**src/rtl/l2_rr_arbiter.sv**
```systemverilog
// rtl/l2_rr_arbiter.sv - round-robin arbiter sharing one L2 port between icache and dcache
// Optional watchdog enabled by defining ARB_TIMEOUT_EN (adds timeout_err port).
module l2_rr_arbiter #(
    parameter int ADDR_WIDTH     = 16,
    parameter int LINE_WIDTH     = 128,
    parameter int TIMEOUT_CYCLES = 64
) (
    input  logic                  clk,
    input  logic                  reset,
    input  logic                  i_mem_read,
    input  logic                  i_mem_write,
    input  logic [ADDR_WIDTH-1:0] i_addr,
    input  logic [LINE_WIDTH-1:0] i_wdata,
    output logic [LINE_WIDTH-1:0] i_rdata,
    output logic                  i_resp,
    input  logic                  d_mem_read,
    input  logic                  d_mem_write,
    input  logic [ADDR_WIDTH-1:0] d_addr,
    input  logic [LINE_WIDTH-1:0] d_wdata,
    output logic [LINE_WIDTH-1:0] d_rdata,
    output logic                  d_resp,
    output logic                  L2_read,
    output logic                  L2_write,
    output logic [ADDR_WIDTH-1:0] L2_addr,
    output logic [LINE_WIDTH-1:0] L2_wdata,
    input  logic [LINE_WIDTH-1:0] L2_rdata,
    input  logic                  L2_resp
`ifdef ARB_TIMEOUT_EN
    ,
    output logic                  timeout_err
`endif
);

    typedef enum logic [1:0] {
        IDLE    = 2'd0,
        BUSY    = 2'd1,
        RECOVER = 2'd2
    } state_t;

    localparam logic INST     = 1'b0;
    localparam logic DATA     = 1'b1;
    localparam logic OP_READ  = 1'b0;
    localparam logic OP_WRITE = 1'b1;

    if (TIMEOUT_CYCLES < 1) begin : g_bad_timeout
        $error("TIMEOUT_CYCLES must be at least 1");
    end

    state_t                state;
    state_t                state_next;
    // The current owner doubles as the round-robin pointer: both update on every grant.
    logic                  last;
    logic                  op;
    logic [ADDR_WIDTH-1:0] addr_q;
    logic [LINE_WIDTH-1:0] wdata_q;

    logic i_active;
    logic d_active;
    logic grant_valid;
    logic grant_data;
    logic grant_write;
    logic timed_out;
    logic done;

    assign i_active    = i_mem_read | i_mem_write;
    assign d_active    = d_mem_read | d_mem_write;
    assign grant_valid = (state == IDLE) && (i_active || d_active);
    assign grant_data  = d_active && (!i_active || (last == INST));
    assign grant_write = grant_data ? d_mem_write : i_mem_write;

`ifdef ARB_TIMEOUT_EN
    localparam int CNT_W = (TIMEOUT_CYCLES > 1) ? $clog2(TIMEOUT_CYCLES) : 1;

    logic [CNT_W-1:0] wd_cnt;

    assign timed_out = (state == BUSY) && !L2_resp && (wd_cnt == CNT_W'(TIMEOUT_CYCLES - 1));

    always_ff @(posedge clk or posedge reset) begin
        if (reset) begin
            wd_cnt      <= '0;
            timeout_err <= 1'b0;
        end else begin
            if (grant_valid) begin
                wd_cnt <= '0;
            end else if ((state == BUSY) && !L2_resp) begin
                wd_cnt <= wd_cnt + 1'b1;
            end
            if (timed_out) begin
                timeout_err <= 1'b1;
            end
        end
    end
`else
    assign timed_out = 1'b0;
`endif

    assign done = (state == BUSY) && (L2_resp || timed_out);

    always_ff @(posedge clk or posedge reset) begin
        if (reset) begin
            state <= IDLE;
        end else begin
            state <= state_next;
        end
    end

    always_comb begin
        state_next = state;
        case (state)
            IDLE:    if (i_active || d_active) state_next = BUSY;
            BUSY:    if (done) state_next = RECOVER;
            RECOVER: state_next = IDLE;
            default: state_next = IDLE;
        endcase
    end

    // Transaction context is frozen at grant; requester inputs are ignored afterwards.
    always_ff @(posedge clk or posedge reset) begin
        if (reset) begin
            last    <= INST;
            op      <= OP_READ;
            addr_q  <= '0;
            wdata_q <= '0;
        end else if (grant_valid) begin
            last   <= grant_data;
            op     <= grant_write ? OP_WRITE : OP_READ;
            addr_q <= grant_data ? d_addr : i_addr;
            if (grant_write) begin
                wdata_q <= grant_data ? d_wdata : i_wdata;
            end
        end
    end

    always_comb begin
        L2_read  = 1'b0;
        L2_write = 1'b0;
        i_resp   = 1'b0;
        d_resp   = 1'b0;
        i_rdata  = '0;
        d_rdata  = '0;
        if (state == BUSY) begin
            L2_read  = (op == OP_READ);
            L2_write = (op == OP_WRITE);
            if (done) begin
                if (last == DATA) d_resp = 1'b1;
                else              i_resp = 1'b1;
            end
            // A watchdog completion has L2_resp low, so the owner sees a zero line.
            if (L2_resp) begin
                if (last == DATA) d_rdata = L2_rdata;
                else              i_rdata = L2_rdata;
            end
        end
    end

    assign L2_addr  = addr_q;
    assign L2_wdata = wdata_q;

endmodule

```
**config.mk**
```make
export PLATFORM = sky130hd
export DESIGN_NAME = l2_rr_arbiter
export DESIGN_NICKNAME = d
export VERILOG_FILES = /design/src/rtl/l2_rr_arbiter.sv
export SDC_FILE = /design/constraint.sdc
export NUM_CORES = 1
export LEC_CHECK = 0
export ABC_AREA = 1
export ABC_CLOCK_PERIOD_IN_PS = 11600
export BUFFER_PORTS_ARGS = -buffer_cell sky130_fd_sc_hd__buf_2
export CORE_AREA = 2 2 320 322
export DETAILED_ROUTE_END_ITERATION = 10
export DIE_AREA = 0 0 322 324
export GPL_TIMING_DRIVEN = 0
export PLACE_DENSITY = 0.36
export RECOVER_POWER = 100
export SETUP_SLACK_MARGIN = 0.2
export SYNTH_ARGS = -nofsm -noshare
export SYNTH_HDL_FRONTEND = slang
export SYNTH_SLANG_ARGS = --single-unit
```
**constraint.sdc**
```tcl
create_clock -name clk -period 11.6 [get_ports clk]
set_input_delay 0.58 -clock clk [delete_from_list [all_inputs] [get_ports clk]]
set_output_delay 0.58 -clock clk [all_outputs]
set_load 0.05 [all_outputs]
```
==> flow_metrics.env, run 1 <==
export IMPL_run_status="finished, violations left"
export IMPL_failed_checks="max-capacitance violations, max-slew violations"
export IMPL_syn_instance_count=1532
export IMPL_grt_antenna_before_repair=15
export IMPL_placedCellCount=3668
export IMPL_critical_path_slowest_cell="sky130_fd_sc_hd__clkbuf_1"
export IMPL_ant_nets=0
export IMPL_clock_root_buffer="sky130_fd_sc_hd__clkbuf_16"
export IMPL_count_of_standard_cell_rows=117
export IMPL_drive_above_1_share_pct=22.4
export IMPL_power_static_leakage_nw=8.26
export IMPL_preCtsSetupSlack_ps=7940
export IMPL_dr_pass1_iters=5
export IMPL_cts_resized=0
export IMPL_tritoncts="built"
export IMPL_detail_route_wl_per_cell_um=22.1
export IMPL_syn_num_nets=1955
export IMPL_buffer_ports_inserted=826
export IMPL_setup_total_negative_slack_ps=0
export IMPL_yosys_cell_types_count=18
export IMPL_global_route_congestion_overflow_total=0
export IMPL_clkSlewWorstSetupHoldPaths_ps=70
export IMPL_fmax_ghz=0.250
export IMPL_worst_hold_path_type="in -> reg"
export IMPL_ctsLongestPathBuffers=2
export IMPL_netlist_top_cells_area="sky130_fd_sc_hd__dfrtp_1 (39%), sky130_fd_sc_hd__nand3_1 (20%), sky130_fd_sc_hd__nand2_1 (16%)"
export IMPL_critical_path_max_stage_delay_ps=640
export IMPL_floorplan_initialDensity_pct=9.50
export IMPL_timing_final_crit_share_pct=34.5
export IMPL_finalWirelength_um=81900
export IMPL_drc_errors=0
export IMPL_worstPathMaxFanout=10
export IMPL_numClockSinks=148
export IMPL_place_congestion=0.833
export IMPL_finalNetCount=2801
export IMPL_final_min_clock_period_ps=4010
export IMPL_synth_ff_latch_count=148
export IMPL_post_synth_top_area_cell="sky130_fd_sc_hd__dfrtp_1"
export IMPL_cp_start_kind="flop"
export IMPL_rsz0062_at_grt="no"
export IMPL_dr_total_vias=13235
export IMPL_boundaryPins=827
export IMPL_dieWidth_um=322
export IMPL_postLayoutSetupSlackWorst_ps=7590
export IMPL_vias_per_cell=3.58
export IMPL_grt_max_degree=88
export IMPL_critical_path_class="reg -> out"
export IMPL_grt_first_pass_wirelength_um=106000
export IMPL_htreeDepth=4
export IMPL_data_required_time_at_the_worst_endpoint_ps=11020
export IMPL_dieHeight_um=324
export IMPL_number_of_buffers_inserted_by_post_cts_setup_repair=0
export IMPL_globalRouteTotalUtil_pct=15.0
export IMPL_post_synth_top_area_fraction_pct=38.6
export IMPL_setup_violations_final=0
export IMPL_clock_skew_ps=11.1
export IMPL_p_total_mw=4.42
export IMPL_critical_path_cell_list="nor2_1, inv_1, nor2_1, nand2_1, clkbuf_1, clkbuf_1, nor2_1, clkbuf_1"
export IMPL_timing_critical_path_arrival_ps=3430
export IMPL_pwr_density_cell_nw_per_um2=286
export IMPL_numCtsBuffers=17
export IMPL_worst_slew_margin_rel_pct=-110
export IMPL_critical_path_top_delay_family="buffers and inverters"
export IMPL_worst_setup_path_end_kind="output port"
export IMPL_timing_hold_ws_ps=291
export IMPL_post_synth_instance_area_um2=9600
export IMPL_yosysSeqAreaShare_pct=38.6
export IMPL_vdd_drop_max_mv=0.106
export IMPL_final_instance_count_excl_fill=3702
export IMPL_clock_latency_late_sink_ps=490
export IMPL_drv_slew=62
export IMPL_tightestPinTransition_ps=3140
export IMPL_first_global_vias=12978
export IMPL_worst_path_bufs_invs=4
export IMPL_die_area_um2=104000
export IMPL_maxCapViolations=1
export IMPL_synth_area_per_cell_um2=6.26
export IMPL_detailedPlacementHpwl_um=70900
export IMPL_first_iter_violations=596
export IMPL_hold_violation_total_from_the_final_report=0
export IMPL_layout_area_overhead_vs_synth_pct=60.9
export IMPL_coreArea_um2=101000
export IMPL_hold_fix_buffers_at_cts=0
export IMPL_synthesis_warning_total=0
==> cell type report <==
class	instances	area, um^2
fill	12230	85600
multi-input combinational	1109	4720
sequential	148	3700
timing repair buffer	827	3680
tap	1309	1640
buffer	135	597
inverter	140	527
clock buffer	21	470
clock inverter	11	101
antenna	2	5.00
==> cells by family after synthesis <==
family / share of synthesized area [%]
AO/OA/AOI/OAI: 2.10
AND/OR/NAND/NOR: 47.1
buffers and inverters: 12.2
flip-flops: 38.6
==> worst register-to-register path, stage by stage (launching register included) <==
cell,delay [ps]
sky130_fd_sc_hd__dfrtp_1,510
sky130_fd_sc_hd__o21ai_0,190
sky130_fd_sc_hd__clkbuf_1,940
sky130_fd_sc_hd__nand2_2,110
sky130_fd_sc_hd__nand2_1,140
sky130_fd_sc_hd__clkbuf_1,930
sky130_fd_sc_hd__clkbuf_1,430
sky130_fd_sc_hd__nand3_1,340
sky130_fd_sc_hd__nand2_1,130
==> report_power, final <==
part / switching (mW) / internal [mW] / total [mW]
Combinational: 2.43 / 0.524 / 2.95
Sequential: 0.141 / 0.752 / 0.893
Clock: 0.262 / 0.311 / 0.573
==> cell usage after synthesis (all sizes together) <==
cell and count:
a21oi 9, a31oi 8, buf 97, clkbuf 38
dfrtp 148, inv 140, nand2 409, nand3 393
nor2 270, o211ai 1, o21ai 19
==> worst paths after layout <==
kind / startpoint / end / slack [ps] / cells past startpoint
setup reg to reg: last / L2_wdata[115] / 7810 / 8
max in group asynchronous: reset / L2_wdata[99] / 9160 / 2
hold / removal: L2_resp / state[0] / 290 / 2
min in group asynchronous: reset / L2_wdata[52] / 950 / 2
setup / recovery: state[1] / i_rdata[110] / 7590 / 8
hold reg to reg: L2_addr[5] / L2_addr[5] / 490 / 2
==> routing by layer <==
layer	part of all wire, %	vias up	track usage, %
li1	-	6498	-
met1	36	6136	15.4
met2	54	510	29.0
met3	8.0	69	4.89
met4	1.9	22	3.59
met5	0.18	-	0
==> through the flow <==
step | utilization [%] | instance area [um^2]
3_5_place_dp | 15.2 | 15400
2_1_floorplan | - | 9600
4_1_cts | 15.8 | 16000
6_report | 15.3 | 15400
5_1_grt | 15.3 | 15400
3_3_place_gp | 15.2 | 15400
==> cell usage in the layout, fill, tap and decap left out, types with 3 or more instances in the layout <==
master	Yosys	final
sky130_fd_sc_hd__nor2_1	269	269
sky130_fd_sc_hd__clkbuf_8	0	3
sky130_fd_sc_hd__dfrtp_1	148	148
sky130_fd_sc_hd__nand3_1	393	393
sky130_fd_sc_hd__buf_1	4	3
sky130_fd_sc_hd__o21ai_0	16	18
sky130_fd_sc_hd__buf_4	8	7
sky130_fd_sc_hd__buf_2	85	491
sky130_fd_sc_hd__nand2_1	407	407
sky130_fd_sc_hd__inv_1	138	137
sky130_fd_sc_hd__clkinv_2	0	3
sky130_fd_sc_hd__clkbuf_1	38	461
sky130_fd_sc_hd__a21oi_1	8	9
sky130_fd_sc_hd__clkbuf_16	0	17
sky130_fd_sc_hd__a31oi_1	8	8
sky130_fd_sc_hd__clkinvlp_4	0	4
==> registers in the layout, summed over array words and instances, names as in the netlist <==
name and count:
op 1, L2_addr 16, L2_wdata 128, last 1, state 2
(Power assumes the default switching activity.)
==> inputs of run 2 (changes only) <==
--- a/config.mk
+++ b/config.mk
@@ -5,14 +5,14 @@
 export SDC_FILE = /design/constraint.sdc
 export NUM_CORES = 1
 export LEC_CHECK = 0
-export ABC_AREA = 1
-export ABC_CLOCK_PERIOD_IN_PS = 11600
+export ABC_AREA = 0
+export ABC_CLOCK_PERIOD_IN_PS = 3400
 export BUFFER_PORTS_ARGS = -buffer_cell sky130_fd_sc_hd__buf_2
-export CORE_AREA = 2 2 320 322
+export CORE_AREA = 2 2 325 327
 export DETAILED_ROUTE_END_ITERATION = 10
-export DIE_AREA = 0 0 322 324
+export DIE_AREA = 0 0 327 329
 export GPL_TIMING_DRIVEN = 0
-export PLACE_DENSITY = 0.36
+export PLACE_DENSITY = 0.35
 export RECOVER_POWER = 100
 export SETUP_SLACK_MARGIN = 0.2
 export SYNTH_ARGS = -nofsm -noshare
==> constraint.sdc (replaced) <==
create_clock -name clk -period 3.4 [get_ports clk]
set_input_delay 0.17 -clock clk [delete_from_list [all_inputs] [get_ports clk]]
set_output_delay 0.17 -clock clk [all_outputs]
set_load 0.05 [all_outputs]
==> flow_metrics.env, run 2 <==
export IMPL_run_status="finished, violations left"
export IMPL_failed_checks="max-capacitance violations, max-slew violations"
export IMPL_dr_pass1_iters=4
export IMPL_syn_instance_count=789
export IMPL_layout_commonest_cell="sky130_fd_sc_hd__buf_2"
export IMPL_ant_nets=0
export IMPL_synth_area_per_cell_um2=11.4
export IMPL_yosys_cell_types_count=22
export IMPL_hold_violation_total_from_the_final_report=0
export IMPL_final_cell_mix="sky130_fd_sc_hd__buf_2 (430), sky130_fd_sc_hd__clkbuf_1 (373), sky130_fd_sc_hd__and2_1 (257)"
export IMPL_first_iter_violations=238
export IMPL_synthesis_warning_total=0
export IMPL_setup_violations_final=0
export IMPL_finalWirelength_um=67700
export IMPL_multi_input_area_um2=4940
export IMPL_power_static_leakage_nw=7.22
export IMPL_design_area_um2=16600
export IMPL_maxCapViolations=2
export IMPL_numClockSinks=148
export IMPL_drv_slew=31
export IMPL_die_area_um2=108000
export IMPL_finalNetCount=2208
export IMPL_vdd_drop_max_mv=0.373
export IMPL_grt_antenna_before_repair=42
export IMPL_synth_top_cells_by_count="sky130_fd_sc_hd__and2_1 (258), sky130_fd_sc_hd__mux2_2 (150), sky130_fd_sc_hd__dfrtp_1 (148)"
export IMPL_dieWidth_um=327
export IMPL_count_of_standard_cell_rows=119
export IMPL_ctsLongestPathBuffers=2
export IMPL_rrSetupSlack_ps=360
export IMPL_fmax_ghz=0.319
export IMPL_first_global_vias=10549
export IMPL_largest_reg_flops=128
export IMPL_syn_num_nets=1212
export IMPL_int_power_mw=6.42
export IMPL_dr_total_vias=10098
export IMPL_floorplan_initialDensity_pct=8.63
export IMPL_power_switching_fraction_pct=57.9
export IMPL_vias_per_cell=3.16
export IMPL_pwr_share_clk_pct=13.9
export IMPL_drive_above_1_share_pct=39.4
export IMPL_data_required_time_at_the_worst_endpoint_ps=3230
export IMPL_clock_skew_ps=11.2
export IMPL_global_route_congestion_overflow_total=0
export IMPL_final_min_clock_period_ps=3130
export IMPL_final_instance_count_excl_fill=3196
export IMPL_rsz0062_at_grt="no"
export IMPL_boundaryPins=827
export IMPL_timing_final_crit_share_pct=92.1
export IMPL_layout_area_overhead_vs_synth_pct=84.3
export IMPL_post_synth_top_area_fraction_pct=41.1
export IMPL_power_combinational_fraction_pct=65.6
export IMPL_most_frequent_cell_after_synthesis="sky130_fd_sc_hd__and2_1"
export IMPL_detailedPlacementHpwl_um=59300
export IMPL_grt_max_degree=37
export IMPL_detail_route_wl_per_cell_um=21.2
export IMPL_buffer_ports_inserted=826
export IMPL_netlist_top_cells_area="sky130_fd_sc_hd__dfrtp_1 (41%), sky130_fd_sc_hd__mux2_2 (19%), sky130_fd_sc_hd__and2_1 (18%)"
export IMPL_yosysSeqAreaShare_pct=41.1
export IMPL_post_synth_instance_area_um2=9010
export IMPL_clock_root_buffer="sky130_fd_sc_hd__clkbuf_16"
export IMPL_dieHeight_um=329
export IMPL_synth_ff_type="sky130_fd_sc_hd__dfrtp_1"
export IMPL_grt_first_pass_wirelength_um=87700
export IMPL_drc_errors=0
export IMPL_worst_slew_margin_rel_pct=-31.0
export IMPL_clock_latency_late_sink_ps=480
export IMPL_critical_path_class="reg -> out"
export IMPL_cp_start_kind="flop"
export IMPL_preCtsSetupSlack_ps=6.99
export IMPL_postLayoutCoreUtil_pct=15.9
export IMPL_worstPathMaxFanout=10
export IMPL_timing_critical_path_arrival_ps=2960
export IMPL_placedCellCount=3010
export IMPL_post_synth_edffs=0
export IMPL_post_synth_top_area_cell="sky130_fd_sc_hd__dfrtp_1"
export IMPL_placed_cell_area_um2=15000
export IMPL_worst_hold_path_type="in -> reg"
export IMPL_worst_setup_path_end_kind="output port"
export IMPL_clkSlewWorstSetupHoldPaths_ps=70
export IMPL_place_congestion=0.798
export IMPL_synth_ff_latch_count=148
export IMPL_coreArea_um2=104000
export IMPL_pwr_density_cell_nw_per_um2=919
export IMPL_filler_cell_count=12056
export IMPL_sequential_standard_cell_area_um2=3700
export IMPL_share_of_total_power_in_sequential_cells_pct=20.5
export IMPL_globalRouteTotalUtil_pct=12.1
export IMPL_numCtsBuffers=17
export IMPL_htreeDepth=4
export IMPL_tritoncts="built"
export IMPL_postLayoutSetupSlackWorst_ps=267
export IMPL_asyncSetResetFlopFracSynth_pct=100
export IMPL_p_sw_mw=8.84
export IMPL_tightestPinTransition_ps=1970
run 2: changes by cell type after synthesis, sizes merged, moves of 2 or more:
cell    change
nand2     -392
nor2b       +2
buf        -74
nand2b      +2
and2      +258
mux2i      +16
nand3     -393
a31oi       -8
nor2      -267
inv       -139
a21oi       -8
mux2      +257
run 2: cells by family (layout without fill, tap and decap cells):
group / count (synthesis) / count (layout) / share of synthesized area, %
simple gates: 284 / 284 / 19.2
mux: 273 / 273 / 34.3
flops: 148 / 148 / 41.1
buf+inv: 62 / 1070 / 3.90
compound gates: 22 / 22 / 1.53
other cells: 0 / 8 / 0
run 2: per-stage QoR:
step                      hold slack (ps)  total power [mW]  setup TNS [ps]
after global routing                 28.1              16.2               0
after detailed placement              223              13.5               0
final                                45.4              15.3               0
after global placement                381              13.5          -24120
after floorplan                       262              10.3               0
after CTS                           0.281              16.0               0
run 2: what timing repair did:
item / CTS / global route
setup buffers: 0 / 0
endpoints found under the hold margin: 104 / 0
setup endpoints to repair: 200 / 24
resized for setup: 6 / 11
hold buffers: 147 / 0
run 2: worst paths after layout:
check / from / to / cells after the start
worst max-delay path: last / d_rdata[64] / 5
worst min-delay path: i_addr[8] / L2_addr[8] / 3
worst max register to register: last / L2_wdata[22] / 7
worst min register to register: L2_addr[13] / L2_addr[13] / 2
max in group asynchronous: reset / L2_wdata[56] / 4
min in group asynchronous: reset / L2_addr[1] / 3
run 2: final cells by class:
cell class / instances / share of cell area, %
inverters: 1 / 0.0301
clock buffers: 21 / 2.83
repair buffers: 977 / 31.5
clock inverters: 10 / 0.889
plain buffers: 61 / 2.14
well taps: 1391 / 10.5
diodes: 8 / 0.121
multi-input cells: 579 / 29.7
flip-flops and latches: 148 / 22.3
run 2: metal layers:
layer / wire length [um] / global-route usage [%]
met4: 1530 / 3.12
met2: 35800 / 23.1
met3: 6010 / 4.28
met5: 151 / 0
met1: 24200 / 12.3
run 2: power groups by stage:
stage / Sequential, mW / Combinational, mW / Clock (mW)
final: 3.13 / 10.0 / 2.12
after global placement: 3.10 / 10.4 / 0
after detailed placement: 3.15 / 10.4 / 0
after CTS: 3.12 / 10.6 / 2.27
after floorplan: 6.22 / 4.07 / 0
after global routing: 3.26 / 10.6 / 2.31
run 2: critical path, cell delays in order (launching register included):
cell,delay (ps)
sky130_fd_sc_hd__dfrtp_1,570
sky130_fd_sc_hd__and3_1,270
sky130_fd_sc_hd__clkbuf_2,420
sky130_fd_sc_hd__clkbuf_2,490
sky130_fd_sc_hd__and2_1,210
sky130_fd_sc_hd__clkbuf_1,490
